File: src/rtl/parity_rx.sv
// Bit-serial framed receiver: start, DATA_W data bits LSB first, parity, stop; checks parity by XOR accumulation.
// Latency: word appears in the holding register the cycle after the stop-bit strobe.
// Backpressure: single-entry valid/ready holding register; a word completing while it is full and not drained is dropped and sets sticky overrun.
//
// Ports:
//   clk, reset_n          - rising-edge clock, synchronous active-low reset
//   bit_en, rx            - bit-time sample strobe and serial line (idles high)
//   out_data/out_perr     - received word and its parity error flag, qualified by out_valid
//   out_valid/out_ready   - holding register handshake
//   frame_err             - one-cycle pulse on a bad stop bit (only when PARITY_RX_STOP_CHECK_EN is defined, else tied 0)
//   overrun               - sticky, cleared only by reset
//
// Build option: define PARITY_RX_STOP_CHECK_EN to reject frames whose stop bit is 0.
module parity_rx #(
    parameter int DATA_W     = 16,
    parameter int PARITY_ODD = 0
) (
    input  logic              clk,
    input  logic              reset_n,
    input  logic              bit_en,
    input  logic              rx,
    output logic [DATA_W-1:0] out_data,
    output logic              out_perr,
    output logic              out_valid,
    input  logic              out_ready,
    output logic              frame_err,
    output logic              overrun
);

    localparam int CNT_W = (DATA_W > 1) ? $clog2(DATA_W) : 1;
    localparam logic [CNT_W-1:0] LAST_BIT = CNT_W'(DATA_W - 1);
    localparam logic ODD_BIT = (PARITY_ODD != 0);

    localparam logic [1:0] S_IDLE   = 2'd0;
    localparam logic [1:0] S_DATA   = 2'd1;
    localparam logic [1:0] S_PARITY = 2'd2;
    localparam logic [1:0] S_STOP   = 2'd3;

    logic [1:0]        state;
    logic [CNT_W-1:0]  cnt;
    logic              acc;
    logic              perr_pend;
    logic [DATA_W-1:0] shift_dat;

    logic stop_ok;
    logic commit_now;
    logic can_load;

`ifdef PARITY_RX_STOP_CHECK_EN
    logic frame_err_q;

    always_comb begin
        stop_ok = rx;
    end

    always_ff @(posedge clk) begin
        if (!reset_n) begin
            frame_err_q <= 1'b0;
        end else begin
            frame_err_q <= bit_en && (state == S_STOP) && !rx;
        end
    end

    assign frame_err = frame_err_q;
`else
    // Stop bit is sampled (consumes its strobe) but never rejects the frame.
    always_comb begin
        stop_ok = 1'b1;
    end

    assign frame_err = 1'b0;
`endif

    always_comb begin
        commit_now = bit_en && (state == S_STOP) && stop_ok;
        // A held word being accepted this cycle frees the slot for the new one.
        can_load   = !out_valid || out_ready;
    end

    always_ff @(posedge clk) begin
        if (!reset_n) begin
            state     <= S_IDLE;
            cnt       <= '0;
            acc       <= 1'b0;
            perr_pend <= 1'b0;
            shift_dat <= '0;
            out_data  <= '0;
            out_perr  <= 1'b0;
            out_valid <= 1'b0;
            overrun   <= 1'b0;
        end else begin
            if (out_valid && out_ready) begin
                out_valid <= 1'b0;
            end

            if (bit_en) begin
                case (state)
                    S_IDLE: begin
                        if (!rx) begin
                            state <= S_DATA;
                            cnt   <= '0;
                            acc   <= 1'b0;
                        end
                    end
                    S_DATA: begin
                        shift_dat[cnt] <= rx;
                        acc            <= acc ^ rx;
                        if (cnt == LAST_BIT) begin
                            state <= S_PARITY;
                        end else begin
                            cnt <= cnt + 1'b1;
                        end
                    end
                    S_PARITY: begin
                        perr_pend <= acc ^ rx ^ ODD_BIT;
                        state     <= S_STOP;
                    end
                    default: begin
                        state <= S_IDLE;
                    end
                endcase
            end

            // Placed after the accept clear so a same-cycle commit keeps out_valid high.
            if (commit_now) begin
                if (can_load) begin
                    out_data  <= shift_dat;
                    out_perr  <= perr_pend;
                    out_valid <= 1'b1;
                end else begin
                    overrun <= 1'b1;
                end
            end
        end
    end

endmodule
File: config.mk
export PLATFORM = sky130hd
export DESIGN_NAME = parity_rx
export DESIGN_NICKNAME = d
export VERILOG_FILES = /design/src/rtl/parity_rx.sv
export SDC_FILE = /design/constraint.sdc
export NUM_CORES = 1
export LEC_CHECK = 0
export BUFFER_PORTS_ARGS = -buffer_cell sky130_fd_sc_hd__buf_2
export CORE_ASPECT_RATIO = 0.75
export CORE_MARGIN = 2
export CORE_UTILIZATION = 30
export CTS_CLUSTER_SIZE = 25
export DETAILED_ROUTE_END_ITERATION = 10
export PLACE_DENSITY = 0.59
export SYNTH_ARGS = -nofsm -noshare
export SYNTH_HDL_FRONTEND = slang
export SYNTH_SLANG_ARGS = --single-unit
File: constraint.sdc
create_clock -name clk -period 3.1 [get_ports clk]
set_clock_uncertainty 0.1 [all_clocks]
set_input_delay 0.93 -clock clk [delete_from_list [all_inputs] [get_ports clk]]
set_output_delay 0.93 -clock clk [all_outputs]
set_load 0.03 [all_outputs]
==> PnR_summary.wiki, run 1 <==
{| class="wikitable"
! Metric !! Value
|-
| Std-Cell Rows || 25
|-
| Post-DP Area || 0.00211 mm^2
|-
| Class of the tightest hold or removal check || register to register
|-
| Core Footprint || 0.00635 mm^2
|-
| Max layer used || met4
|-
| Number of global-route vias before repair || 1622
|-
| Drc violations || 0
|-
| # nets final || 264
|-
| Met3 wire length || 230 um
|-
| Worst setup path class || input port to register
|-
| Number of hold violations in the final report || 0
|-
| Clock Latency Late Sink || about 0.29 ns
|-
| Antenna violations before repair || 0
|-
| Antenna Nets Post-Route || 0
|-
| Worst Setup Slack, final || 1.09 ns
|-
| Most area-consuming cells after synthesis || sky130_fd_sc_hd__dfxtp_1, sky130_fd_sc_hd__a21oi_1, sky130_fd_sc_hd__nand3_1
|-
| Run status || finished clean
|-
| Slowest stage delay, CP || 0.59 ns
|-
| Total I/O pin count || 25
|-
| Clock root cell || sky130_fd_sc_hd__clkbuf_8
|-
| Cell internal pwr || 0.795 mW
|-
| Share of layout cells above drive strength 1 || 0.147
|-
| Max-slew violation count || 0
|-
| DR vias/cell || 5.14
|-
| Required time at the worst-slack endpoint || approximately 3.2 ns
|-
| Series of cell instances along the critical path || buf_2 > inv_1 > buf_4 > a21oi_1
|-
| Ys async rst share || 0
|-
| Crit-path leading delay family || buffers and inverters
|-
| Leakage Power || 0.795 nW
|-
| Routed Wire Length || 4470 um
|-
| Clock net sink count || 43
|-
| Cell area power density || between 400 and 500 mW/mm^2
|-
| Maximum clock frequency || 496 MHz
|-
| Seq/Total Area, Yosys || 0.434
|-
| Slew of the pin with the lowest slew margin || 0.808 ns
|-
| CP max stage cell || sky130_fd_sc_hd__inv_1
|-
| VDD IR-drop max || between 0.1 and 0.15 mV
|-
| TritonCTS clock tree || yes
|-
| Leading cell type in the layout, fill and taps excluded || sky130_fd_sc_hd__dfxtp_1
|-
| Critical path data arrival time || 2.07 ns
|-
| Number of cells produced by synthesis || 238
|-
| Period Utilization, post-route || 0.650
|-
| Initial Utilization || 0.313
|-
| Post-synthesis sequential element count || 43
|-
| Number of different library cells in the post-synthesis netlist || 36
|-
| CP Buf/Inv Count || 3
|-
| Buffer count from post-CTS setup fixing || 0
|-
| Resize count post-CTS || 0
|-
| Vert. Die Dim || between 70 and 80 um
|-
| WHS || 0.361 ns
|-
| Launching element type of the critical path || input port
|-
| Max Fanout on Critical Path || 25
|-
| Mapped cell area || 0.00198 mm^2
|-
| Setup TNS || 0 ns
|-
| Die area || roughly 0.0073 mm^2
|-
| Unrepaired setup endpoints after global routing || false
|-
| Die span in x || roughly 98 um
|-
| Number of H-tree branching levels || 2
|-
| Number of nets produced by synthesis || 251
|-
| Post-synth top flop || sky130_fd_sc_hd__dfxtp_1
|-
| Met1 Routed Length || 2260 um
|-
| Clk slew on worst S/H paths || roughly 0.080 ns
|-
| Commonest non-fill, non-tap cells in the layout || sky130_fd_sc_hd__dfxtp_1, sky130_fd_sc_hd__a21oi_1, sky130_fd_sc_hd__nand3_1
|-
| Maximum number of pins on one net before global-route repair || 26
|-
| Number of enable-type register cells in the synthesized netlist || 0
|-
| Number of buffers added on ports || 23
|-
| Crit path time final || 2.01 ns
|-
| Combinational Power Share || 0.090
|-
| Routed met2 length || between 1500 and 2000 um
|-
| FILL cells || roughly 690
|-
| Part of the total power dissipated in the clock network || 0.374
|-
| Final core utilization || 0.349
|-
| Final weighted congestion of routability-driven global placement || 0.807
|-
| Global-route wire length before repair || roughly 7800 um
|-
| Area growth from synthesis to final layout || 11.6%
|-
| Switching power || between 0.2 and 0.3 mW
|-
| Worst Setup End Kind || register
|-
| Number of CTS-inserted buffers || 5
|-
| # Max-Cap Violations || 0
|-
| Final routed wire length divided by cell count || 13.4 um
|-
| Cell type with the highest aggregate area in the netlist || sky130_fd_sc_hd__dfxtp_1
|-
| Antenna diodes || 0
|-
| Number of warnings issued by yosys || 0
|-
| Starting DRT DRC Count || between 100 and 150
|-
| Slew headroom || 0.461
|-
| Switching share of total power || 0.244
|-
| DP Worst Slack || 0.772 ns
|-
| Final count of negative-setup-slack endpoints || 0
|-
| DRT Pass-1 Iters || 4
|-
| Portion of synthesized cell area occupied by the leading cell type || 0.434
|-
| Cts hold-fix bufs || 0
|-
| Residual overflow from global routing || 0
|-
| Number of buffers between clock root and the deepest sink || 2
|-
| Final instance area || 0.00221 mm^2
|-
| Post-Synthesis Mean Instance Area || 8.34 um^2
|-
| Overall via count from detail_route || 1711
|-
| Placed wire-length estimate || 3150 um
|-
| Register share of total power || 0.536
|-
| Total track usage || 0.132
|}
[cell usage after synthesis, drive strengths merged (2+ instances only)]
master  number
nor2b        5
and3         4
a21oi       38
nand2b       5
inv         10
a221oi       2
nand3b       2
a21boi       2
nand4        5
ha           8
o21ai       33
dfxtp       43
nand3       35
nor2         3
mux2i        3
buf         13
nand2        7
clkbuf       6
[per-layer routing]
metal / vias to the layer above / global-route usage
li1: 873 / -
met1: 797 / 0.177
met2: 36 / 0.213
met3: 5 / 0.0376
met4: 0 / 0.0355
met5: - / 0
[power by group through the flow]
stage	clock network [mW]	registers (mW)	logic (mW)
global route	0.423	0.565	0.109
global placement	0	0.577	0.0934
floorplan	0	0.576	0.0792
detailed placement	0	0.577	0.0939
finish	0.394	0.564	0.0941
CTS	0.405	0.564	0.0945
[metrics by stage]
stage / power, mW / std cells
2_1_floorplan: 0.655 / 238
3_3_place_gp: 0.671 / 325
3_5_place_dp: 0.671 / 325
4_1_cts: 1.06 / 333
5_1_grt: 1.10 / 333
6_report: 1.05 / 333
[cells by family after synthesis]
family / share of synthesized area
fa+ha+maj: 0.0504
simple gates: 0.187
mux: 0.0151
xor+xnor: 0.00441
compound gates: 0.238
other cells: 0.00189
buf+inv: 0.0700
flops: 0.434
[registers in the layout, indices dropped and copies added, names as in the netlist]
| name | flops |
|---|---|
| out_data | 16 |
| shift_dat | 16 |
| cnt | 4 |
| state | 2 |
| acc | 1 |
| out_perr | 1 |
| out_valid | 1 |
| overrun | 1 |
| perr_pend | 1 |
[worst reg2reg max path: stages (launching register included)]
cell	delay, ns
sky130_fd_sc_hd__dfxtp_1	0.34
sky130_fd_sc_hd__inv_1	0.09
sky130_fd_sc_hd__ha_1	0.46
sky130_fd_sc_hd__nand2b_1	0.14
sky130_fd_sc_hd__a211o_1	0.32
sky130_fd_sc_hd__a221oi_2	0.22
[worst paths after layout]
check	start	end	slack (ns)	cells after the start
min	shift_dat[15]	out_data[15]	0.36	2
min reg2reg	shift_dat[15]	out_data[15]	0.36	2
max reg2reg	state[1]	cnt[3]	1.34	5
max	reset_n	out_valid	1.09	4
[cell type report]
type                    instances  area, um^2  area share
clock buffers                   8         100      0.0452
inverters                      10        37.5      0.0169
flip-flops and latches         43         861       0.389
well taps                      81         101      0.0458
repair buffers                 25         130      0.0588
multi-input cells             166         985       0.445
(Power assumes the default switching activity.)
==> run 2, diff against run 1 <==
clock period = 2 ns   (was 3.1 ns; I/O delays follow)
==> PnR_summary.wiki, run 2 (synthesized netlist as in run 1, its figures left out) <==
{| class="wikitable"
! Metric !! Value
|-
| Number of buffers added on ports || 23 (unchanged)
|-
| Buffer count from post-CTS setup fixing || 0 (unchanged)
|-
| Number of CTS-inserted buffers || 5 (unchanged)
|-
| Resize count post-CTS || 0 (unchanged)
|-
| Cts hold-fix bufs || 0 (unchanged)
|-
| Std-Cell Rows || 25 (unchanged)
|-
| Final routed wire length divided by cell count || 13.3 um (-1.0%)
|-
| Number of H-tree branching levels || 2 (unchanged)
|-
| Clock net sink count || 43 (unchanged)
|-
| # nets final || 268 (+1.5%)
|-
| Leakage Power || 0.813 nW (+2.3%)
|-
| Maximum number of pins on one net before global-route repair || 23 (-12%)
|-
| Launching element type of the critical path || register
|-
| Number of buffers between clock root and the deepest sink || 2 (unchanged)
|-
| Worst Setup Slack, final || 0.233 ns (-0.852 ns)
|-
| Antenna Nets Post-Route || 0 (unchanged)
|-
| Final count of negative-setup-slack endpoints || 0 (unchanged)
|-
| Final weighted congestion of routability-driven global placement || 0.777 (-3.7%)
|-
| Max Fanout on Critical Path || 16 (-36%)
|-
| Die area || 0.00729 mm^2 (unchanged)
|-
| Overall via count from detail_route || 1714 (+0.18%)
|-
| Core Footprint || 0.00635 mm^2 (unchanged)
|-
| Antenna violations before repair || 0 (unchanged)
|-
| Antenna diodes || 0 (unchanged)
|-
| VDD IR-drop max || 0.247 mV (+65%)
|-
| Total track usage || 0.132 (about the same)
|-
| Global-route wire length before repair || 7680 um (-1.9%)
|-
| Clock Latency Late Sink || 0.29 ns (about the same)
|-
| TritonCTS clock tree || yes
|-
| Required time at the worst-slack endpoint || 2.11 ns (-1.05 ns)
|-
| Drc violations || 0 (unchanged)
|-
| Biggest regs || out_data (16), shift_dat (16), cnt (4)
|-
| Clock root cell || sky130_fd_sc_hd__clkbuf_8
|-
| Setup TNS || 0 ns (unchanged)
|-
| Total I/O pin count || 25 (unchanged)
|-
| Clk slew on worst S/H paths || 0.08 ns (about the same)
|-
| Starting DRT DRC Count || 91 (-34%)
|-
| Commonest non-fill, non-tap cells in the layout || sky130_fd_sc_hd__dfxtp_1, sky130_fd_sc_hd__a21oi_1, sky130_fd_sc_hd__nand3_1
|-
| Number of hold violations in the final report || 0 (unchanged)
|-
| Share of layout cells above drive strength 1 || 0.157 (+0.0100)
|-
| Period Utilization, post-route || 0.883
|-
| Leading cell type in the layout, fill and taps excluded || sky130_fd_sc_hd__dfxtp_1
|-
| Maximum clock frequency || 566 MHz
|-
| Worst setup path class || register to register
|-
| Critical path data arrival time || 1.88 ns (-0.19 ns)
|-
| Residual overflow from global routing || 0 (unchanged)
|-
| Area growth from synthesis to final layout || 13.2%
|-
| DP Worst Slack || 0.235 ns (-0.537 ns)
|-
| Die span in x || 97.9 um (unchanged)
|-
| Placed wire-length estimate || 3170 um (+0.66%)
|-
| # Max-Cap Violations || 0 (unchanged)
|-
| DR vias/cell || 5.10 (-0.72%)
|-
| Worst Setup End Kind || register
|-
| DRT Pass-1 Iters || 4 (unchanged)
|-
| Unrepaired setup endpoints after global routing || false
|-
| Cell area power density || 746 mW/mm^2 (+57%)
|-
| Initial Utilization || 0.313 (unchanged)
|-
| Number of global-route vias before repair || 1597 (-1.5%)
|-
| Vert. Die Dim || 74.4 um (unchanged)
|-
| Crit path time final || between 1.5 and 2 ns
|-
| Run status || finished clean
|-
| Max-slew violation count || 0 (unchanged)
|-
| Final core utilization || 0.354 (+0.00512)
|-
| Routed Wire Length || 4460 um (-0.11%)
|-
| Class of the tightest hold or removal check || register to register
|}
[run 2: path summary, 6_finish.rpt]
path / from / end / slack, ns / cells after the start
hold / removal: shift_dat[5] / out_data[5] / 0.37 / 2
hold reg to reg: shift_dat[5] / out_data[5] / 0.37 / 2
setup reg to reg: state[1] / cnt[3] / 0.23 / 5
setup / recovery: state[1] / cnt[3] / 0.23 / 5
[run 2: layout make-up]
class	instances	area (um^2)
fillers	688	4100
multi-input cells	166	985
flip-flops and latches	43	861
repair buffers	29	160
well taps	81	101
clock buffers	6	72.6
inverters	10	37.5
clock inverters	1	30.0
[run 2: power breakdown]
group	internal, mW	switching [mW]	total [mW]
combinational	0.0537	0.0987	0.152
sequential	0.865	0.00983	0.874
clock	0.366	0.283	0.649
[run 2: per-layer routing]
layer | global-route usage | vias to the layer above | share of wire
met5 | 0 | - | 0
met1 | 0.182 | 799 | 0.51
met4 | 0.0478 | 0 | 0.014
li1 | - | 875 | -
met3 | 0.0367 | 6 | 0.052
met2 | 0.200 | 34 | 0.42
[run 2: through the flow]
stage                     std cells  cell area [um^2]  power (mW)  hold slack (ns)
after floorplan                 238              1980        1.02            0.340
after global placement          329              2140        1.04            0.355
after detailed placement        329              2140        1.04            0.360
after CTS                       336              2250        1.69            0.372
after global routing            336              2250        1.75            0.394
final                           336              2250        1.68            0.367
[run 2: critical path, cell delays in order (launching register included)]
cell,delay [ns]
sky130_fd_sc_hd__dfxtp_1,0.34
sky130_fd_sc_hd__inv_1,0.09
sky130_fd_sc_hd__ha_1,0.45
sky130_fd_sc_hd__nand2b_1,0.17
sky130_fd_sc_hd__a211o_1,0.33
sky130_fd_sc_hd__a221oi_2,0.20
